### config.mk
export PLATFORM = sky130hd
export DESIGN_NAME = rv32i_control_unit
export DESIGN_NICKNAME = d
export VERILOG_FILES = /design/src/rtl/rv32i_control_unit.sv
export SDC_FILE = /design/constraint.sdc
export NUM_CORES = 1
export LEC_CHECK = 0
export ABC_AREA = 1
export ABC_CLOCK_PERIOD_IN_PS = 1190
export CELL_PAD_IN_SITES_DETAIL_PLACEMENT = 0
export CELL_PAD_IN_SITES_GLOBAL_PLACEMENT = 1
export CORE_ASPECT_RATIO = 1.5
export CORE_UTILIZATION = 27
export DETAILED_ROUTE_END_ITERATION = 8
export PLACE_DENSITY_LB_ADDON = 0.2
export SYNTH_ARGS = -nofsm -noshare
export SYNTH_HDL_FRONTEND = slang
export SYNTH_SLANG_ARGS = --single-unit
### constraint.sdc
create_clock -name clk_i -period 1.19 [get_ports clk_i]
set_clock_uncertainty 0.2 [all_clocks]
set_input_delay 0.238 -clock clk_i [delete_from_list [all_inputs] [get_ports clk_i]]
set_output_delay 0.238 -clock clk_i [all_outputs]
set_load 0.005 [all_outputs]
### src/rtl/rv32i_control_unit.sv
// rv32i_control_unit: main opcode decoder for the RV32I core.
// Decodes instruction[6:0] into the datapath control bundle. The outputs are
// registered, so they line up with the decode/execute pipeline boundary.
module rv32i_control_unit (
  input  logic       clk_i,
  input  logic       rst_i,
  input  logic [6:0] opcodes,
  output logic       regwrite_o,
  output logic       memrd_o,
  output logic       memw_o,
  output logic       memtoreg_o,
  output logic       branch_o,
  output logic       opBsel_o,
  output logic [1:0] opAsel_o,
  output logic [1:0] extendsel_o,
  output logic [1:0] nextPCsel_o,
  output logic [2:0] aluop_o,
  output logic       illegal_o
);

  localparam logic [6:0] OP_RTYPE  = 7'b0110011;
  localparam logic [6:0] OP_ITYPE  = 7'b0010011;
  localparam logic [6:0] OP_LOAD   = 7'b0000011;
  localparam logic [6:0] OP_STORE  = 7'b0100011;
  localparam logic [6:0] OP_BRANCH = 7'b1100011;
  localparam logic [6:0] OP_JALR   = 7'b1100111;
  localparam logic [6:0] OP_JAL    = 7'b1101111;
  localparam logic [6:0] OP_LUI    = 7'b0110111;
  localparam logic [6:0] OP_AUIPC  = 7'b0010111;

  typedef struct packed {
    logic       regwrite;
    logic       memrd;
    logic       memw;
    logic       memtoreg;
    logic       branch;
    logic       opbsel;
    logic [1:0] opasel;
    logic [1:0] extendsel;
    logic [1:0] nextpcsel;
    logic [2:0] aluop;
    logic       illegal;
  } ctrl_t;

  ctrl_t dec;
  ctrl_t ctrl_q;

  // Opcode-only decode; funct3/funct7 are resolved by the ALU control block.
  always_comb begin
    dec = '0;
    case (opcodes)
      OP_RTYPE: begin
        dec.regwrite = 1'b1;
        dec.aluop    = 3'b000;
      end
      OP_ITYPE: begin
        dec.regwrite = 1'b1;
        dec.opbsel   = 1'b1;
        dec.aluop    = 3'b001;
      end
      OP_LOAD: begin
        dec.regwrite = 1'b1;
        dec.memrd    = 1'b1;
        dec.memtoreg = 1'b1;
        dec.opbsel   = 1'b1;
        dec.aluop    = 3'b100;
      end
      OP_STORE: begin
        dec.memw      = 1'b1;
        dec.opbsel    = 1'b1;
        dec.extendsel = 2'b01;
        dec.aluop     = 3'b101;
      end
      OP_BRANCH: begin
        // Branch immediate comes from the branch-target unit, so I-format here.
        dec.branch    = 1'b1;
        dec.nextpcsel = 2'b01;
        dec.aluop     = 3'b010;
      end
      OP_JALR: begin
        dec.regwrite  = 1'b1;
        dec.opasel    = 2'b10;
        dec.nextpcsel = 2'b11;
        dec.aluop     = 3'b011;
      end
      OP_JAL: begin
        dec.regwrite  = 1'b1;
        dec.opasel    = 2'b10;
        dec.nextpcsel = 2'b10;
        dec.aluop     = 3'b011;
      end
      OP_LUI: begin
        dec.regwrite  = 1'b1;
        dec.opasel    = 2'b11;
        dec.opbsel    = 1'b1;
        dec.extendsel = 2'b10;
        dec.aluop     = 3'b110;
      end
      OP_AUIPC: begin
        dec.regwrite  = 1'b1;
        dec.opasel    = 2'b01;
        dec.opbsel    = 1'b1;
        dec.extendsel = 2'b10;
        dec.aluop     = 3'b111;
      end
      // Unknown opcode behaves as a NOP with no side effects, flagged illegal.
      default: dec.illegal = 1'b1;
    endcase
  end

  // Output register; reset wins over decode on the same edge.
  always_ff @(posedge clk_i) begin
    if (rst_i) ctrl_q <= '0;
    else       ctrl_q <= dec;
  end

  assign regwrite_o  = ctrl_q.regwrite;
  assign memrd_o     = ctrl_q.memrd;
  assign memw_o      = ctrl_q.memw;
  assign memtoreg_o  = ctrl_q.memtoreg;
  assign branch_o    = ctrl_q.branch;
  assign opBsel_o    = ctrl_q.opbsel;
  assign opAsel_o    = ctrl_q.opasel;
  assign extendsel_o = ctrl_q.extendsel;
  assign nextPCsel_o = ctrl_q.nextpcsel;
  assign aluop_o     = ctrl_q.aluop;
  assign illegal_o   = ctrl_q.illegal;

endmodule

== Yosys cells after proc, flatten, opt, wreduce, memory -nomap -nowiden ==
Cells that the tools add are included.
Storage, ports and cells
  register bits: 15
Cells by class
  muxes and demuxes: 10
  eq/ne operators: 9
  reduce and logical (&&, ||, !) cells: 5
Operator list (number)
  equality test 7 x 6 -> 1 bit, second input constant: 3
  equality test 7 bit, second input constant: 3
  one-hot mux 3 bit (7 select lines): 1
  equality test 7 x 5 -> 1 bit, second input constant: 2
  one-hot mux 2 bit (3 select lines): 2
  OR reduction 9 bit: 1
  equality test 7 x 2 -> 1 bit, second input constant: 1
  OR reduction 7 bit: 1
  2-to-1 mux 1 bit: 6
  OR reduction 5 bit: 1
  one-hot mux 2 bit (2 select lines): 1
  OR reduction 2 bit: 2

== Depth between registers and ports, before layout ==
Gate-level depths: netlist (run 1).
  word-level depth: 3
  gate-level depth with buffers: 8
  mapped depth without buffers: 8

== Worst setup path before layout (run 1) ==
OpenSTA, ideal clock, no wires.
  path type: input -> register
  start point: in opcodes[1]
  end point: reg ctrl_q (netlist bit opBsel_o)
  data required time: 0.932 ns
  arrival time: 0.748 ns
  setup slack: 0.183 ns
  buffers on the path: 0
  cell stages on the path: 6
  library setup time: 0.058 ns
  path through: nand2_2 nor2_4 nand2_1 nand3_2 nand2_2 nand2_1
Between the ends
  word-level cells in the longest chain between the ends: 3
  elaborated cells between the ends (all ways): 7
  classes of those cells: eq/ne: 5; mux: 1; reduce/logical: 1
RTL lines
  start: declaration: line 7  | input logic [6:0] opcodes,
  equality test 7 x 5 -> 1 bit, or another cell as far along: line 51  | case (opcodes)
  OR reduction 5 bit (no source line) *
  2-to-1 mux 1 bit *: line 51
  end signal: assignment: line 113  | if (rst_i) ctrl_q <= '0;
  end signal: assignment: line 114  | else ctrl_q <= dec;
  end: declaration: line 46  | ctrl_t ctrl_q;
Every way passes the cells marked *; elsewhere a longest branch is shown, timed or not.
A chain may end at the register's enable or synchronous reset.

==> results of run 1 <==
-- cells by family after synthesis --
kind of cell	Yosys count
DFF	14
AOI/OAI and AO/OA	3
and+or+nand+nor	42
buffers and inverters	12
-- synth_stat cells --
master / number
a21oi_1: 1
nor3_1: 3
nand2_1: 14
o21ai_1: 1
buf_6: 1
buf_4: 2
nand2_4: 1
dfxtp_1: 14
nand3_1: 2
nand3_2: 1
nand2_2: 6
inv_1: 8
nor2_4: 3
nor2_1: 11
inv_2: 1
nor2_2: 1
o21ai_0: 1
-- power breakdown --
part	internal, mW	leakage [nW]	total (mW)	switching [mW]
sequential	0.474	0.115	0.475	0.00115
clock	0.186	0.0210	0.339	0.153
combinational	0.0516	0.360	0.110	0.0585
total	0.712	0.496	0.925	0.213
-- path summary, 6_finish.rpt --
| kind | startpoint | end | slack [ns] |
|---|---|---|---|
| worst max-delay path | extendsel_o[0] | memw_o | 0.04 |
| worst min-delay path | opcodes[3] | nextPCsel_o[0] | 0.17 |
-- state kept, by name (all words and copies together) (netlist names) --
signal,cells
aluop_o,3
branch_o,1
extendsel_o,2
illegal_o,1
memtoreg_o,1
nextPCsel_o,2
opAsel_o,2
opBsel_o,1
regwrite_o,1
-- per-stage QoR --
| stage | setup WS [ns] | hold WS, ns | instance area, um2 | util, % |
|---|---|---|---|---|
| floorplan | 0.1834 | 0.1160 | 573.1 | - |
| global placement | -0.4062 | 0.7073 | 889.6 | 44.44 |
| detailed placement | -0.4054 | 0.7113 | 889.6 | 44.44 |
| CTS | 0.03201 | 0.1720 | 870.8 | 43.50 |
| global route | 0.01032 | 0.1901 | 870.8 | 43.50 |
| finish | 0.03592 | 0.1667 | 870.8 | 43.50 |
-- what timing repair did --
item / CTS / global route
resized for setup: 83 / 1
endpoints found under the hold margin: 0 / 0
setup buffers: 0 / 0
pin swaps: 7 / 0
endpoints found under the setup margin: 28 / 1
-- per-layer routing --
layer / GRT usage, % / routed length, um / up-vias
met5: 0 / 0 / -
met4: 8.867 / 36 / 0
li1: - / - / 281
met1: 13.51 / 428 / 234
met2: 21.55 / 594 / 18
met3: 2.264 / 71 / 5
-- area by class of cell --
class                           instances  area, um2
Fill cell                             242       1131
Clock buffer                            4      36.28
Sequential cell                        14      284.0
Inverter                                9      33.78
Multi-Input combinational cell         45      262.8
Timing Repair Buffer                   34      226.5
Tap cell                               22      27.53
==> impl_metrics.json, run 1 <==
{
  "cp-end-kind": "output port",
  "final_cell_count_no_fill": 128,
  "cp.required_ns": 0.75,
  "io_pins": 25,
  "tns_ns": 0,
  "cts_tree": "built",
  "critPathLaunchType": "register",
  "finalCriticalPeriod_ns": 1.154,
  "crit_arrival_ns": 0.72,
  "rsz0062_at_grt": "no",
  "nNetsFinal": 116,
  "wl_um": 1131,
  "areaGrowthSynthToFinish_pct": 51.96,
  "slowest_stage": "dfxtp_2",
  "start_util_pct": 28.63,
  "place_congestion": 0.8689,
  "drv_slew": 0,
  "cts_root_buf": "clkbuf_4",
  "vdd.ir_drop.worst_v": 0.0004520,
  "cts_sinks": 14,
  "ys_types": 17,
  "cp_cell_sequence": "buf_2",
  "rows": 20,
  "viasPerCell": 4.203,
  "powerDensity_nw_per_um2": 1062,
  "critPathMaxStageDelay_ns": 0.32,
  "post-route-drc-count": 0,
  "ctsHoldBuffers": 0,
  "synth_top_family_by_area": "simple AND/OR/NAND/NOR gates",
  "syn_nets": 80,
  "clk_path_buf_depth": 2,
  "syn_area_per_cell_um2": 8.071,
  "muxShareOfSynthArea_pct": 0,
  "max_clock_freq_mhz": 866.5,
  "max_slew_margin_pct": 87.82,
  "drive_gt1_share_pct": 51.89,
  "cts-buffers-inserted": 3,
  "num_vias": 538,
  "status": "finished clean",
  "dieArea_um2": 2315,
  "critPathTopFamily": "flip-flops",
  "core_um2": 2002,
  "antenna_found_initial": 0,
  "ys_seq_area_share_pct": 48.91,
  "grt_overflow": 0,
  "yosysTopAreaCellShare_pct": 48.91,
  "synth_area_leaders": "dfxtp_1, nand2_1, nor2_1, nand2_2, nor2_4",
  "ys_ff_latch": 14,
  "layout_commonest_cell": "buf_2",
  "hold_depth": 3,
  "criticalPathCategory": "register to output port",
  "dp_hpwl_um": 940.1,
  "first_iter_violations": 8,
  "die-height_um": 58.43,
  "worstPathMaxFanout": 2,
  "leakagePower_nw": 0.4960,
  "yosys.area_share.simple_pct": 37.99,
  "grt_first_pass_wirelength_um": 2063,
  "yosysTopAreaCell": "dfxtp_1",
  "h-tree-depth": 1,
  "yosys.area_share.adder_pct": 0,
  "synth_compound_area_share_pct": 2.620,
  "ys_warn_count": 0,
  "worst_pin_slew_ns": 0.1823,
  "die_w_um": 39.62,
  "wl_per_cell_um": 8.836,
  "path_buf_inv": 1,
  "synthXorXnorAreaFrac_pct": 0,
  "finalCritPeriodShare_pct": 96.98,
  "dr.pass1.iters": 4,
  "timing.max_cap.violations": 0,
  "syn_inst": 71,
  "postRouteAntennaNets": 0,
  "fin_total_pwr_mw": 0.9249,
  "hold_viol_final": 0,
  "layout_common_cells": "buf_2, nand2_1, dfxtp_1",
  "dp.cells": 124,
  "grtUsageTotal_pct": 12.79,
  "grt_pass1_vias": 538,
  "grt_max_degree": 9,
  "setup_violations": 0,
  "syn_area_um2": 573.1,
  "clkTransAtPathRegs_ns": 0.08,
  "critical_path_depth": 1,
  "io_buffers": 24,
  "hold_class": "primary input to register",
  "insertedDiodeCount": 0
}
(Power assumes the default switching activity.)
==> run 2, diff against run 1 <==
Settings changed: MAX_ROUTING_LAYER set to met4, TNS_END_PERCENT set to 50.
==> run 2 against run 1 <==
  * Maximum frequency hardly changed
  * Largest cell class unchanged
  * Die area stayed put
  * Sequential share of layout area stayed put
  * Combinational power hardly changed
==> impl_metrics.json, run 2 (synthesized netlist as in run 1, its figures left out) <==
{
  "status": "finished clean",
  "layout_commonest_cell": "buf_2",
  "rsz0062_at_grt": "no",
  "cp-end-kind": "output port",
  "critPathLaunchType": "register",
  "finalCritPeriodShare_pct": 96.98,
  "post-route-drc-count": 0,
  "rows": 20,
  "first_iter_violations": 8,
  "hold_viol_final": 0,
  "holdWs_ns": 0.1668,
  "max_clock_freq_mhz": 866.5,
  "dp_hpwl_um": 940.1,
  "place_congestion": 0.8831,
  "clk_path_buf_depth": 2,
  "grt_pass1_vias": 538,
  "largest_register_ffs": 3,
  "grtUsageTotal_pct": 13.14,
  "grt_overflow": 0,
  "regArea_um2": 284.0,
  "criticalPathCategory": "register to output port",
  "timing.max_cap.violations": 0,
  "slowest_stage": "dfxtp_2",
  "place_area_um2": 889.6,
  "cts_root_buf": "clkbuf_4",
  "path_buf_inv": 1,
  "crit_arrival_ns": 0.72,
  "design_area_um2": 870.8,
  "cp.required_ns": 0.75,
  "worstHoldEndpoint": "nextPCsel_o[0]",
  "cp_cell_sequence": "buf_2",
  "antenna_found_initial": 0,
  "cts_tree": "built",
  "ctsHoldBuffers": 0,
  "worstPathMaxFanout": 2,
  "tns_ns": 0,
  "multi_input_area_um2": 262.8,
  "setup_violations": 0,
  "hold_depth": 3,
  "final_core_util_pct": 43.50,
  "start_util_pct": 28.63,
  "drive_gt1_share_pct": 51.89,
  "wl_per_cell_um": 8.859,
  "critPathMaxStageDelay_ns": 0.32,
  "wl_um": 1134,
  "min_from": "opcodes[3]",
  "cts-buffers-inserted": 3,
  "num_vias": 541,
  "dr.pass1.iters": 4,
  "die_w_um": 39.62,
  "clkTransAtPathRegs_ns": 0.08,
  "drv_slew": 0,
  "dieArea_um2": 2315,
  "postCtsSetupBuffers": 0,
  "io_buffers": 24,
  "areaGrowthSynthToFinish_pct": 51.96,
  "die-height_um": 58.43,
  "powerDensity_nw_per_um2": 1062,
  "cts_sinks": 14,
  "n_fill_cell": 242,
  "viasPerCell": 4.227,
  "core_um2": 2002,
  "postRouteAntennaNets": 0,
  "worst_pin_slew_ns": 0.1838,
  "grt_max_degree": 9,
  "layout_common_cells": "buf_2, nand2_1, dfxtp_1",
  "grt_first_pass_wirelength_um": 2063,
  "finalCriticalPeriod_ns": 1.154,
  "io_pins": 25,
  "hold_class": "primary input to register",
  "vdd.ir_drop.worst_v": 0.0004520,
  "critPathTopFamily": "flip-flops",
  "nNetsFinal": 116,
  "leakagePower_nw": 0.4960,
  "max_slew_margin_pct": 87.72,
  "h-tree-depth": 1,
  "insertedDiodeCount": 0
}
run 2: cell counts in the layout (fill, tap and decap cells not counted):
Identical to the previous run, type by type.
run 2: power breakdown:
part	internal (mW)	total (mW)	switching, mW	leakage [nW]
Clock	0.186	0.339	0.153	0.0210
Combinational	0.0516	0.110	0.0585	0.360
Sequential	0.474	0.475	0.00115	0.115
run 2: metal layers:
| layer | track usage, % | vias to the layer above | routed length (um) |
|---|---|---|---|
| li1 | - | 281 | - |
| met1 | 13.51 | 237 | 427 |
| met2 | 21.55 | 18 | 596 |
| met3 | 2.264 | 5 | 75 |
| met4 | 8.867 | 0 | 34 |
| met5 | - | - | 0 |
run 2: area by class of cell:
class,count,share of cell area [%]
Clock buffer,4,4.167
Inverter,9,3.879
Multi-Input combinational cell,45,30.17
Sequential cell,14,32.61
Tap cell,22,3.161
Timing Repair Buffer,34,26.01
run 2: worst max path at each step:
| stage | from | end | slack (ns) | cells past startpoint |
|---|---|---|---|---|
| finish | extendsel_o[0] | memw_o | 0.04 | 1 |
| global route | extendsel_o[0] | memw_o | 0.01 | 1 |
| CTS | memtoreg_o | memtoreg_o | 0.03 | 1 |
| detailed placement | opcodes[6] | regwrite_o | -0.41 | 8 |
| global placement | opcodes[6] | regwrite_o | -0.41 | 8 |
| floorplan | opcodes[1] | opBsel_o | 0.18 | 6 |
run 2: through the flow:
| stage | std cells | power, mW | setup WS (ns) |
|---|---|---|---|
| after detailed placement | 124 | 0.6029 | -0.4054 |
| after CTS | 128 | 0.9295 | 0.03201 |
| after global routing | 128 | 0.9634 | 0.01032 |
| after global placement | 124 | 0.6025 | -0.4062 |
| final | 128 | 0.9249 | 0.03596 |
| after floorplan | 71 | 0.5346 | 0.1834 |
run 2: timing repair:
item	CTS	global route
endpoints found under the setup margin	28	1
pin swaps	7	0
gates resized for setup	83	1
==> run 3, diff against run 2 <==
Settings changed: ABC_AREA 1 to 0, CORE_UTILIZATION 27 to 28, RECOVER_POWER set to 25, REMOVE_ABC_BUFFERS set to 1.
==> run 3 against run 2 <==
  * Setup slack got worse by 0.0044 ns
  * Combinational power grew 12%
  * Clock power rose by 4%
  * Non-clock buffer count increased by 7
  * Hold slack got worse by 0.096 ns
  * Sequential cell count unchanged
  * Core utilization grew 3.3 points
  * Critical endpoint is now extendsel_o[0]
  * Largest power group unchanged
==> impl_metrics.json, run 3 <==
{
  "leakagePower_nw": 0.4029,
  "hold_class": "primary input to register",
  "syn_inst": 55,
  "place_area_um2": 889.6,
  "muxShareOfSynthArea_pct": 0,
  "layout_commonest_cell": "buf_2",
  "yosysTopAreaCell": "dfxtp_1",
  "crit_arrival_ns": 0.72,
  "insertedDiodeCount": 0,
  "intPower_mw": 0.7259,
  "critPathLaunchType": "register",
  "io_buffers": 24,
  "grt_first_pass_wirelength_um": 2028,
  "cts-buffers-inserted": 3,
  "critPathMaxStageDelay_ns": 0.32,
  "pwr-share-comb_pct": 12.9,
  "syn_area_um2": 559.3,
  "finalCritPeriodShare_pct": 97.35,
  "ys_warn_count": 0,
  "place_congestion": 0.7941,
  "clk_path_buf_depth": 2,
  "synthArstFlopShare_pct": 0,
  "cp_cell_sequence": "buf_2",
  "path_buf_inv": 1,
  "first_iter_violations": 1,
  "ys_ff_latch": 14,
  "grt_overflow": 0,
  "design_area_um2": 868.3,
  "dieArea_um2": 2184,
  "largest_register_ffs": 3,
  "synth_top_flop_cell": "dfxtp_1",
  "cp-end-kind": "output port",
  "max_slew_margin_pct": 78.50,
  "powerDensity_nw_per_um2": 1093,
  "synth_edf_count": 0,
  "synth_area_leaders": "dfxtp_1, buf_6, nor2_1, nand2b_1, a21oi_1",
  "synth_top_family_by_area": "simple AND/OR/NAND/NOR gates",
  "ys_seq_area_share_pct": 50.11,
  "setup_violations": 0,
  "n_fill_cell": 197,
  "status": "finished clean",
  "p_seq_share_pct": 50.1,
  "ys_types": 26,
  "synthXorXnorAreaFrac_pct": 1.566,
  "cts_sinks": 14,
  "netSwitchingFraction_pct": 23.52,
  "vdd.ir_drop.worst_v": 0.0006756,
  "worst_pin_slew_ns": 0.3225,
  "grt_max_degree": 9,
  "dp.cells": 109,
  "pwr-share-clk_pct": 37.0,
  "nNetsFinal": 105,
  "dr.pass1.iters": 3,
  "finalCriticalPeriod_ns": 1.158,
  "drive_gt1_share_pct": 53.68,
  "fin_total_pwr_mw": 0.9491,
  "p_switching_mw": 0.2232,
  "post-place-ws_ns": -0.6385,
  "clkTransAtPathRegs_ns": 0.09,
  "die_w_um": 38.49,
  "yosys.area_share.adder_pct": 0,
  "hold_viol_final": 0,
  "cts_tree": "built",
  "postRouteAntennaNets": 0,
  "timing.max_cap.violations": 0,
  "io_pins": 25,
  "core_um2": 1854,
  "final_cell_count_no_fill": 116,
  "viasPerCell": 4.776,
  "cp.required_ns": 0.75,
  "max_clock_freq_mhz": 863.2,
  "yosysMostFrequentCell": "dfxtp_1",
  "worstPathMaxFanout": 2,
  "h-tree-depth": 1,
  "criticalPathCategory": "register to output port",
  "critPathTopFamily": "flip-flops",
  "layout_common_cells": "buf_2, buf_4, dfxtp_1",
  "yosys.area_share.simple_pct": 28.41,
  "wl_per_cell_um": 10.48,
  "num_vias": 554,
  "slowest_stage": "dfxtp_2",
  "drv_slew": 0,
  "cts_root_buf": "clkbuf_4",
  "ctsHoldBuffers": 0,
  "grt_pass1_vias": 479,
  "start_util_pct": 30.16,
  "tns_ns": 0,
  "synth.top_cells.by_count": "dfxtp_1, nor2_1, a21oi_1, nand2b_1",
  "rsz0062_at_grt": "yes",
  "yosysTopAreaCellShare_pct": 50.11,
  "synth_compound_area_share_pct": 10.96,
  "fin_ws_ns": 0.03155,
  "die-height_um": 56.74,
  "antenna_found_initial": 0,
  "areaGrowthSynthToFinish_pct": 55.26,
  "rows": 19,
  "grtUsageTotal_pct": 13.52,
  "post-route-drc-count": 0,
  "wl_um": 1216,
  "dp_hpwl_um": 908.5,
  "syn_area_per_cell_um2": 10.17
}
[run 3: cell types whose count changed in the layout (fill, tap and decap cells not counted), sizes merged, moves of 2 or more]
cell,previous run,this run
a21oi,1,4
buf,26,33
clkbuf,4,7
dlygate4sd2,7,5
inv,9,1
nand2,21,1
nand2b,0,3
nand3b,0,2
nor2,15,6
nor4,0,3
[run 3: power by group through the flow]
stage	logic (mW)	clock network, mW	registers [mW]
global placement	0.130	0	0.487
finish	0.123	0.351	0.475
floorplan	0.0316	0	0.488
CTS	0.125	0.362	0.476
detailed placement	0.131	0	0.487
global route	0.135	0.388	0.476
[run 3: layout make-up]
cell class | count | area [um2] | area share (%)
well taps | 21 | 26.28 | 3.026
multi-input cells | 35 | 247.7 | 28.53
flip-flops and latches | 14 | 282.8 | 32.56
repair buffers | 41 | 266.5 | 30.69
inverters | 1 | 8.758 | 1.009
clock buffers | 4 | 36.28 | 4.179
[run 3: kinds of logic after synthesis]
kind of cell / count (synthesis)
AOI/OAI and AO/OA: 9
xor gates and xnor gates: 1
buffers and inverters: 6
DFF: 14
and+or+nand+nor: 25
[run 3: stage by stage]
step | hold slack [ns] | utilization (%)
after floorplan | 0.1071 | -
after global placement | 0.7355 | 47.98
after detailed placement | 0.7399 | 47.98
after CTS | 0.06858 | 47.37
after global routing | 0.06735 | 46.83
final | 0.07036 | 46.83
[run 3: worst paths after layout]
kind | start | to | slack [ns] | depth (start not counted)
hold / removal | opcodes[4] | opAsel_o[1] | 0.07 | 3
setup / recovery | extendsel_o[0] | extendsel_o[0] | 0.03 | 1
[run 3: layer usage]
layer	GRT usage [%]	wire length (um)	share of wire (%)
met1	16.09	501	41
met3	2.372	62	5.1
met4	5.911	23	1.9
met2	21.43	629	52
met5	-	0	0
[run 3: timing repair]
action | CTS | global route
resized for setup | 81 | 5
pin swaps | 5 | 2
setup buffers | 3 | 0
endpoints found under the setup margin | 29 | 14
